**src/rtl/carfield_periph_apb_demux.sv**
```systemverilog
// carfield_periph_apb_demux
//   Bridges one 32-bit request/response port from the host crossbar "periph"
//   window onto five APB slaves: CAN, system timer, advanced timer, watchdog
//   and HyperBus cfg. It decodes the request address against the five 4 KiB
//   regions and runs an APB SETUP/ACCESS sequence on a hit. Unmapped or
//   disabled targets are answered with an error. A slave that stalls ACCESS
//   for TimeoutCycles cycles is abandoned and also answered with an error.
//
// Ports
//   clk_i, rst_i          clock, synchronous active-high reset
//   req_*                 request channel (valid/ready, addr, write, wdata, wstrb)
//   rsp_*                 response channel (valid/ready, rdata, error)
//   paddr_o .. pstrb_o    shared APB request signals; psel_o is one-hot per slave
//   pready_i, prdata_i,   per-slave APB response; prdata_i packed [32*i +: 32]
//   pslverr_i
module carfield_periph_apb_demux #(
  parameter bit          CanEnable     = 1'b1,
  parameter logic [31:0] CanBase       = 32'h2000_1000,
  parameter logic [31:0] TimerBase     = 32'h2000_4000,
  parameter logic [31:0] AdvTimerBase  = 32'h2000_5000,
  parameter logic [31:0] WdogBase      = 32'h2000_7000,
  parameter logic [31:0] HypCfgBase    = 32'h2000_8000,
  parameter int unsigned TimeoutCycles = 255
) (
  input  logic         clk_i,
  input  logic         rst_i,
  input  logic         req_valid_i,
  output logic         req_ready_o,
  input  logic [31:0]  req_addr_i,
  input  logic         req_write_i,
  input  logic [31:0]  req_wdata_i,
  input  logic [3:0]   req_wstrb_i,
  output logic         rsp_valid_o,
  input  logic         rsp_ready_i,
  output logic [31:0]  rsp_rdata_o,
  output logic         rsp_error_o,
  output logic [31:0]  paddr_o,
  output logic [4:0]   psel_o,
  output logic         penable_o,
  output logic         pwrite_o,
  output logic [31:0]  pwdata_o,
  output logic [3:0]   pstrb_o,
  input  logic [4:0]   pready_i,
  input  logic [159:0] prdata_i,
  input  logic [4:0]   pslverr_i
);

  localparam int unsigned NumSlv       = 5;
  localparam logic [15:0] TimeoutLimit = 16'(TimeoutCycles);

  // Index 0 is CAN, matching the psel_o bit order.
  localparam logic [NumSlv-1:0][31:0] SlvBase =
    {HypCfgBase, WdogBase, AdvTimerBase, TimerBase, CanBase};
  localparam logic [NumSlv-1:0] SlvEnable = {4'b1111, CanEnable};

  typedef enum logic [1:0] {IDLE, SETUP, ACCESS, RESP} state_e;

  state_e       state_q;
  logic         req_ready_q;
  logic         rsp_valid_q;
  logic [31:0]  rsp_rdata_q;
  logic         rsp_error_q;
  logic [31:0]  paddr_q;
  logic [4:0]   psel_q;
  logic         penable_q;
  logic         pwrite_q;
  logic [31:0]  pwdata_q;
  logic [3:0]   pstrb_q;
  logic [15:0]  cnt_q;
  logic [15:0]  cnt_d;

  logic [NumSlv-1:0]        hit;
  logic [NumSlv-1:0][31:0]  prdata_masked;
  logic [31:0]              prdata_sel;
  logic                     pready_sel;
  logic                     pslverr_sel;

  // Region decode on the 4 KiB page number.
  for (genvar gi = 0; gi < NumSlv; gi++) begin : g_dec
    assign hit[gi] = SlvEnable[gi] && (req_addr_i[31:12] == SlvBase[gi][31:12]);
  end

  // psel_q is one-hot while a transfer is on the bus (zero otherwise), so
  // masking with it both selects the active slave and ignores all others.
  for (genvar gi = 0; gi < NumSlv; gi++) begin : g_rdmask
    assign prdata_masked[gi] = prdata_i[32*gi +: 32] & {32{psel_q[gi]}};
  end

  always_comb begin
    prdata_sel = '0;
    for (int i = 0; i < NumSlv; i++) begin
      prdata_sel = prdata_sel | prdata_masked[i];
    end
  end

  assign pready_sel  = |(pready_i & psel_q);
  assign pslverr_sel = |(pslverr_i & psel_q);
  assign cnt_d       = cnt_q + 16'd1;

  always_ff @(posedge clk_i) begin
    if (rst_i) begin
      state_q     <= IDLE;
      req_ready_q <= 1'b0;
      rsp_valid_q <= 1'b0;
      rsp_rdata_q <= '0;
      rsp_error_q <= 1'b0;
      paddr_q     <= '0;
      psel_q      <= '0;
      penable_q   <= 1'b0;
      pwrite_q    <= 1'b0;
      pwdata_q    <= '0;
      pstrb_q     <= '0;
      cnt_q       <= '0;
    end else begin
      case (state_q)
        IDLE: begin
          // Ready comes up one cycle after reset release and stays up in IDLE.
          req_ready_q <= 1'b1;
          if (req_ready_q && req_valid_i) begin
            req_ready_q <= 1'b0;
            if (|hit) begin
              paddr_q  <= {20'h0, req_addr_i[11:0]};
              pwrite_q <= req_write_i;
              pwdata_q <= req_wdata_i;
              pstrb_q  <= req_write_i ? req_wstrb_i : 4'h0;
              psel_q   <= hit;
              cnt_q    <= '0;
              state_q  <= SETUP;
            end else begin
              rsp_valid_q <= 1'b1;
              rsp_error_q <= 1'b1;
              rsp_rdata_q <= '0;
              state_q     <= RESP;
            end
          end
        end
        SETUP: begin
          penable_q <= 1'b1;
          state_q   <= ACCESS;
        end
        ACCESS: begin
          if (pready_sel) begin
            psel_q      <= '0;
            penable_q   <= 1'b0;
            rsp_valid_q <= 1'b1;
            rsp_error_q <= pslverr_sel;
            rsp_rdata_q <= (pwrite_q || pslverr_sel) ? 32'h0 : prdata_sel;
            state_q     <= RESP;
          end else begin
            cnt_q <= cnt_d;
            // Abort once the stall has lasted TimeoutCycles ACCESS cycles.
            if (cnt_d == TimeoutLimit) begin
              psel_q      <= '0;
              penable_q   <= 1'b0;
              rsp_valid_q <= 1'b1;
              rsp_error_q <= 1'b1;
              rsp_rdata_q <= '0;
              state_q     <= RESP;
            end
          end
        end
        RESP: begin
          if (rsp_ready_i) begin
            rsp_valid_q <= 1'b0;
            rsp_error_q <= 1'b0;
            rsp_rdata_q <= '0;
            req_ready_q <= 1'b1;
            state_q     <= IDLE;
          end
        end
        default: state_q <= IDLE;
      endcase
    end
  end

  assign req_ready_o = req_ready_q;
  assign rsp_valid_o = rsp_valid_q;
  assign rsp_rdata_o = rsp_rdata_q;
  assign rsp_error_o = rsp_error_q;
  assign paddr_o     = paddr_q;
  assign psel_o      = psel_q;
  assign penable_o   = penable_q;
  assign pwrite_o    = pwrite_q;
  assign pwdata_o    = pwdata_q;
  assign pstrb_o     = pstrb_q;

endmodule

```
**config.mk**
```make
export PLATFORM = sky130hd
export DESIGN_NAME = carfield_periph_apb_demux
export DESIGN_NICKNAME = d
export VERILOG_FILES = /design/src/rtl/carfield_periph_apb_demux.sv
export SDC_FILE = /design/constraint.sdc
export NUM_CORES = 1
export LEC_CHECK = 0
export ABC_AREA = 1
export CORE_AREA = 2 2 137 139
export CTS_BUF_LIST = sky130_fd_sc_hd__clkbuf_2 sky130_fd_sc_hd__clkbuf_4 sky130_fd_sc_hd__clkbuf_8
export DETAILED_ROUTE_END_ITERATION = 12
export DIE_AREA = 0 0 139 141
export GPL_ROUTABILITY_DRIVEN = 0
export PLACE_DENSITY = 0.84
export SLEW_MARGIN = 20
export SYNTH_ARGS = -nofsm -noshare
export SYNTH_HDL_FRONTEND = slang
export SYNTH_SLANG_ARGS = --single-unit
export TNS_END_PERCENT = 10
```
**constraint.sdc**
```tcl
create_clock -name clk_i -period 4.6 [get_ports clk_i]
set_input_delay 0.46 -clock clk_i [delete_from_list [all_inputs] [get_ports clk_i]]
set_output_delay 0.46 -clock clk_i [all_outputs]
set_load 0.01 [all_outputs]
```
==> results.md, run 1 <==
* Status: finished, final reports clean
* FF/Latch Area at 2160 um^2
* Multi-input logic area at 3470 um^2
* Vias in the first global route at 7,356
* Hpwl dp at 18,000 um
* Post-synthesis cell area at 6380 um^2
* Sequential cell area fraction in the yosys report at 33.9%
* TritonRoute pass-1 iters at 5
* Reg2Reg Depth at 13
* Synth Register Bits at 108
* FF-to-FF Start: cnt_q[1]$_SDFFE_PP0P_
* Final setup viols at 0
* Vias per Instance at 4.83
* Hold_ws at 0.473 ns
* R2R Path End: rsp_rdata_o[19]$_SDFFE_PP0P_
* Dominant cells by area after synthesis: dfxtp_1 34%, nand2_1 18%, nor2_1 12%, inv_1 6.3%, nand3_1 4.8%
* Cell variety after synth at 29
* Core ar. at 18,300 um^2
* Final Max Tran Viols at 0
* Mean Syn Cell Area at 6.07 um^2
* Post-layout min period at 3.24 ns
* Biggest area consumer among synthesized cells: dfxtp_1
* Share of cells above drive strength 1 at 2.82%
* Initial core utilization at 34.9%
* CTS Buf Count at 9
* Total Routing Usage GR at 23.5%
* Max Fclk at 0.308 GHz
* Clock transition at path regs at 0.10 ns
* Most frequent cells in the layout: 332 x clkdlybuf4s50_1, 300 x nand2_1, 205 x nor2_1
* Site row count at 50
* Num Clock Sinks at 108
* Clk buf depth at 2
* Crit path max fanout at 46
* Syn. warnings at 0
* Commonest non-fill, non-tap cell in the layout: clkdlybuf4s50_1
* Post-Route WL at 23,500 um
* Die area at 19,600 um^2
* I/O pin count at 353
* CTS H-Tree Depth at 3
* Root Buffer: clkbuf_8
* DRC Markers at 0
* Final hold violation count at 0
* Critical path class: reg2reg
* Arrival @ worst endpoint at 3.56 ns
* Layout area overhead at 55.3%
* CTS Hold Bufs at 0
* Total gr overflow at 0
* Final Util at 54.2%
* Critical path endpoint category: flop
* Worst Max-Slew Pin Slew at 0.912 ns
* Largest net degree at the start of global routing at 51
* Antenna violations before repair at 0
* First-pass GRT wire length at 37,500 um
* Type of the most critical hold path: reg2reg
* Fill cell count at 1,803
* Pwr Total at 4.49 mW
* Final Cycle Share at 70.5%
* Height of the die at 141 um
* CTS tree: yes
* Yosys top cell area share at 33.9%
* Pleak at 4.01 nW
* # port buffers at 332
* Setup TNS at 0 ns
* DR WL/cell at 14.9 um
* Clk_lat worst skew at 0.39 ns
* Vias at 7,631
* Worst relative slew slack at 39.0%
* Pre-CTS WS at 1.44 ns
* Initial DRC Count at 466
* Setup crit start kind: flop
* Layout net count at 1,589
* Width of the die at 139 um
* WHS Endpoint: pstrb_o[1]$_SDFFE_PP0P_
* CTS resizes at 0
* Max cap viols at 0
* Antenna diodes at 0
* Setup Fix Bufs, Post-CTS at 0
* Worst Skew at 0.0159 ns
* Final worst setup slack at 1.36 ns
* Post-Syn Instances at 1,051
* Hold depth at 2
* RSZ-0062 raised after global routing: no
* Hold path start: pstrb_o[1]$_SDFFE_PP0P_
* Reg-to-reg slack, setup at 1.36 ns
* Data required, critical path at 4.92 ns
* Post-route ant nets at 0
* Pwr dens at 453 nW/um^2
* Worst IR Drop VDD at 0.320 mV
-- area by class of cell --
type                            count  share of cell area [%]
Tap cell                          234                    2.95
Clock inverter                      2                   0.101
Clock buffer                       14                    1.69
Timing Repair Buffer              343                    34.4
Inverter                          108                    4.09
Multi-Input combinational cell    771                    35.0
Sequential cell                   108                    21.8
-- stage by stage --
stage          cell area [um^2]  instances
4_1_cts                    9910       1580
5_1_grt                    9910       1580
3_5_place_dp               9730       1564
3_3_place_gp               9730       1564
6_report                   9910       1580
2_1_floorplan              6450       1070
-- worst max path at each step --
stage,from,endpoint,slack [ns],cells after the start
finish,cnt_q[1]$_SDFFE_PP0P_,rsp_rdata_o[19]$_SDFFE_PP0P_,1.36,13
global route,cnt_q[1]$_SDFFE_PP0P_,rsp_rdata_o[18]$_SDFFE_PP0P_,0.93,13
CTS,cnt_q[1]$_SDFFE_PP0P_,rsp_rdata_o[19]$_SDFFE_PP0P_,1.39,13
detailed placement,cnt_q[1]$_SDFFE_PP0P_,rsp_rdata_o[19]$_SDFFE_PP0P_,1.44,13
global placement,req_addr_i[27],pwrite_o$_SDFFE_PP0P_,1.49,13
floorplan,req_addr_i[27],cnt_q[2]$_SDFFE_PP0P_,2.66,13
-- cells by family (layout without fill, tap and decap cells) --
kind of cell	Yosys count	in the layout	synth area share [%]
buf+inv	191	467	13.0
simple gates	624	624	40.4
other cells	1	20	0.0588
fa+ha+maj	5	5	0.980
flops	108	108	33.9
compound gates	122	122	11.7
-- state kept, by name (all words and copies together) (netlist names) --
name         count
psel_o           5
pstrb_o          4
pwrite_o         1
rsp_rdata_o     32
state_q          2
cnt_q           16
req_ready_o      1
rsp_valid_o      1
paddr_o         12
pwdata_o        32
rsp_error_o      1
penable_o        1
-- cell usage after synthesis (all sizes together) --
master	n
o21ai	56
a21oi	29
a221oi	32
nor2	210
a211oi	1
conb	1
nand3	62
nor3	2
or2	2
ha	5
a22o	3
buf	39
o21a	1
inv	108
and3	1
nand4	42
dfxtp	108
nand3b	3
clkbuf	44
nand2	302
-- per-layer routing --
| layer | vias up | part of all wire, % | GRT usage (%) |
|---|---|---|---|
| met2 | 271 | 51 | 43.1 |
| met3 | 41 | 5.8 | 4.28 |
| met4 | 0 | 2.2 | 6.33 |
| li1 | 3887 | - | - |
| met1 | 3432 | 41 | 28.2 |
| met5 | - | 0 | 0 |
-- where the power goes --
part	internal (mW)	total [mW]	switching [mW]
Clock	0.235	0.548	0.312
Sequential	1.12	1.29	0.168
Combinational	1.11	2.65	1.54
Total	2.47	4.49	2.02
-- critical path, stage by stage, from the launching register on --
cell and delay [ns]:
dfxtp_1 0.41, ha_1 0.24, nand2_1 0.11, nor2_2 0.25, nand4_1 0.15, nand2_1 0.09
nand2_1 0.07, nor2_1 0.13, nand3_1 0.11, nand2_2 0.65, nand3_4 0.57, nand2_1 0.19
inv_1 0.06, nor2_1 0.09
No activity file was read; power rests on OpenSTA's default activity.
==> inputs of run 2 (changes only) <==
--- a/config.mk
+++ b/config.mk
@@ -11,7 +11,7 @@
 export DETAILED_ROUTE_END_ITERATION = 12
 export DIE_AREA = 0 0 139 141
 export GPL_ROUTABILITY_DRIVEN = 0
-export PLACE_DENSITY = 0.84
+export PLACE_DENSITY = 0.87
 export SLEW_MARGIN = 20
 export SYNTH_ARGS = -nofsm -noshare
 export SYNTH_HDL_FRONTEND = slang
==> constraint.sdc (replaced) <==
create_clock -name clk_i -period 2.7 [get_ports clk_i]
set_input_delay 0.27 -clock clk_i [delete_from_list [all_inputs] [get_ports clk_i]]
set_output_delay 0.27 -clock clk_i [all_outputs]
set_load 0.01 [all_outputs]
==> run 2 against run 1 <==
Clock skew is essentially flat. Die area is the same. Highest routed layer unchanged. Largest cell class is now buffers. Final cell count grew 0.63%. Critical endpoint is now rsp_rdata_o[17]$_SDFFE_PP0P_. Flip-flop and latch count is the same. Routed wire length grew 0.83%. Power grew 76%. Register-to-register slack lost 1.1 ns. Combinational power grew 75%. Clock power grew 97%. Sequential power grew 69%. Clock-buffer cell count shrank 3. Utilization grew 1.1 points.
==> results.md, run 2 (synthesis results as in run 1) <==
* Status: finished, final reports clean
* Hpwl dp at 18,400 um (+2.3%)
* Most frequent cells in the layout: 332 x clkdlybuf4s50_1, 301 x nand2_1, 205 x nor2_1
* Num Clock Sinks at 108 (unchanged)
* First-pass GRT wire length at 36,900 um (-1.8%)
* Critical path endpoint category: flop
* Placed cells at 1,574 (+0.64%)
* Final Max Tran Viols at 0 (unchanged)
* Post-route ant nets at 0 (unchanged)
* Top cell by count, worst path: nand2_1
* Data required, critical path at 3.02 ns (-1.90 ns)
* Int Pwr at 4.42 mW (+79%)
* Switching pwr at 3.49 mW (+73%)
* Antenna violations before repair at 0 (unchanged)
* Commonest non-fill, non-tap cell in the layout: clkdlybuf4s50_1
* Setup crit start kind: flop
* Worst Skew at 0.0161 ns (+0.000257 ns)
* Initial core utilization at 34.9% (unchanged)
* CTS Buf Count at 9 (unchanged)
* Height of the die at 141 um (unchanged)
* Vias per Instance at 4.86 (+0.71%)
* Reg-to-reg slack, setup at 0.27 ns (-1.08 ns)
* CP cell instances: ha_1 > nand2_1 > nor2_2 > nand4_1 > nand2_1 > nand3_1 > nor2_1 > nand3_1 > nand2_4 > nand3_4 > nand2_1 > inv_1 > nor2_1
* Post-Route WL at 23,700 um (+0.83%)
* CP bufs+invs at 1 (unchanged)
* RSZ-0062 raised after global routing: no
* CTS H-Tree Depth at 3 (unchanged)
* Crit path max fanout at 17 (-63%)
* Site row count at 50 (unchanged)
* Core ar. at 18,300 um^2 (unchanged)
* TritonRoute pass-1 iters at 5 (unchanged)
* Final hold violation count at 0 (unchanged)
* Worst relative slew slack at 62.7% (+24 points)
* Antenna diodes at 0 (unchanged)
* Clk pwr share at 13.7% (+1.5 points)
* Layout net count at 1,600 (+0.69%)
* Total gr overflow at 0 (unchanged)
* DRC Markers at 0 (unchanged)
* Width of the die at 139 um (unchanged)
* Type of the most critical hold path: in2reg
* # port buffers at 332 (unchanged)
* Pwr dens at 784 nW/um^2 (+73%)
* Max cap viols at 0 (unchanged)
* I/O pin count at 353 (unchanged)
* Crit-path slowest cell: dfxtp_1
* Total Routing Usage GR at 23.0% (-0.45 points)
* Final Cycle Share at 89.9% (+19 points)
* Clock transition at path regs at 0.10 ns (about the same)
* Worst IR Drop VDD at 0.494 mV (+54%)
* Root Buffer: clkbuf_8
* Sequential share of power at 27.6% (-1.2 points)
* Clk buf depth at 2 (unchanged)
* Final setup viols at 0 (unchanged)
* Post-layout min period at 2.43 ns (-0.816 ns)
* Largest net degree at the start of global routing at 51 (unchanged)
* Vias in the first global route at 7,460 (+1.4%)
* Setup TNS at 0 ns (unchanged)
* CTS Hold Bufs at 0 (unchanged)
* CTS tree: yes
* Share of cells above drive strength 1 at 3.47% (+0.64 points)
* Arrival @ worst endpoint at 2.75 ns (-0.81 ns)
* Max Fclk at 0.412 GHz (+34%)
* Family with the most delay on the worst path: simple AND/OR/NAND/NOR gates
* Pleak at 4.10 nW (+2.3%)
* DR WL/cell at 14.9 um (+0.19%)
* Layout area overhead at 58.3%
* Critical path class: reg2reg
* Vias at 7,734 (+1.3%)
* Switching Share at 44.1% (-0.89 points)
* Post-route insts no fill at 1,590 (+0.63%)
* Worst Max-Slew Pin Slew at 0.559 ns (-0.353 ns)
* Slowest Stage Delay on Critical Path at 0.40 ns (-0.25 ns)
* Clk_lat worst skew at 0.38 ns (about the same)
* Initial DRC Count at 444 (-4.7%)
* Die area at 19,600 um^2 (unchanged)
* Combinational share of power at 58.7% (-0.3 points)
-- run 2: changes by cell type in the layout (fill, tap and decap cells not counted), sizes merged --
cell,previous run,this run
buf,11,21
bufinv,0,2
clkbuf,14,11
clkinv,2,1
inv,108,109
nand3,62,63
-- run 2: what timing repair did --
item	CTS	global route
setup buffers	0	0
resized for setup	0	2
setup endpoints to repair	0	34
-- run 2: power groups by stage --
| stage | sequential, mW | clock, mW | combinational (mW) |
|---|---|---|---|
| 4_1_cts | 2.19 | 1.12 | 4.60 |
| 3_3_place_gp | 2.22 | 0 | 4.49 |
| 6_report | 2.18 | 1.08 | 4.65 |
| 2_1_floorplan | 2.24 | 0 | 2.79 |
| 3_5_place_dp | 2.22 | 0 | 4.57 |
| 5_1_grt | 2.23 | 1.17 | 5.21 |
-- run 2: per-layer routing --
| layer | part of all wire [%] | vias to the layer above | global-route usage (%) |
|---|---|---|---|
| li1 | - | 3911 | - |
| met1 | 40 | 3487 | 25.7 |
| met2 | 51 | 287 | 42.6 |
| met3 | 6.5 | 49 | 6.08 |
| met4 | 2.9 | 0 | 7.55 |
| met5 | 0 | - | 0 |
-- run 2: worst min-delay path, stage by stage --
cell             delay [ns]
clkdlybuf4s50_1        0.40
nand2_1                0.06
a21oi_1                0.05
-- run 2: per-stage QoR --
| step | util, % | setup WS, ns | hold slack (ns) | total power, mW | cell area (um^2) |
|---|---|---|---|---|---|
| detailed placement | 54.0 | 0.149 | 0.460 | 6.79 | 9870 |
| floorplan | - | 0.814 | 0.339 | 5.04 | 6450 |
| CTS | 55.2 | 0.117 | 0.428 | 7.90 | 10100 |
| global placement | 54.0 | 0.256 | 0.451 | 6.71 | 9870 |
| finish | 55.3 | 0.272 | 0.444 | 7.92 | 10100 |
| global route | 55.3 | 0.00911 | 0.462 | 8.61 | 10100 |
-- run 2: final cells by class --
type | instances | area (um^2)
clock inverter | 4 | 73.8
sequential | 108 | 2160
tap | 234 | 293
fill | 1729 | 8170
timing repair buffer | 353 | 3540
inverter | 108 | 405
multi-input combinational | 772 | 3490
clock buffer | 11 | 139
-- run 2: worst paths after layout --
path	from	to	cells past startpoint
min reg2reg	pstrb_o[1]$_SDFFE_PP0P_	pstrb_o[1]$_SDFFE_PP0P_	2
max	cnt_q[1]$_SDFFE_PP0P_	rsp_rdata_o[17]$_SDFFE_PP0P_	13
min	req_wstrb_i[1]	pstrb_o[1]$_SDFFE_PP0P_	3
max reg2reg	cnt_q[1]$_SDFFE_PP0P_	rsp_rdata_o[17]$_SDFFE_PP0P_	13
==> inputs of run 3 (changes only) <==
--- a/config.mk
+++ b/config.mk
@@ -12,7 +12,7 @@
 export DIE_AREA = 0 0 139 141
 export GPL_ROUTABILITY_DRIVEN = 0
 export PLACE_DENSITY = 0.87
-export SLEW_MARGIN = 20
+export SKIP_CTS_REPAIR_TIMING = 1
 export SYNTH_ARGS = -nofsm -noshare
 export SYNTH_HDL_FRONTEND = slang
 export SYNTH_SLANG_ARGS = --single-unit
==> results of run 3 <==
No change in the layout: final DEF, timing and power equal those of run 2.
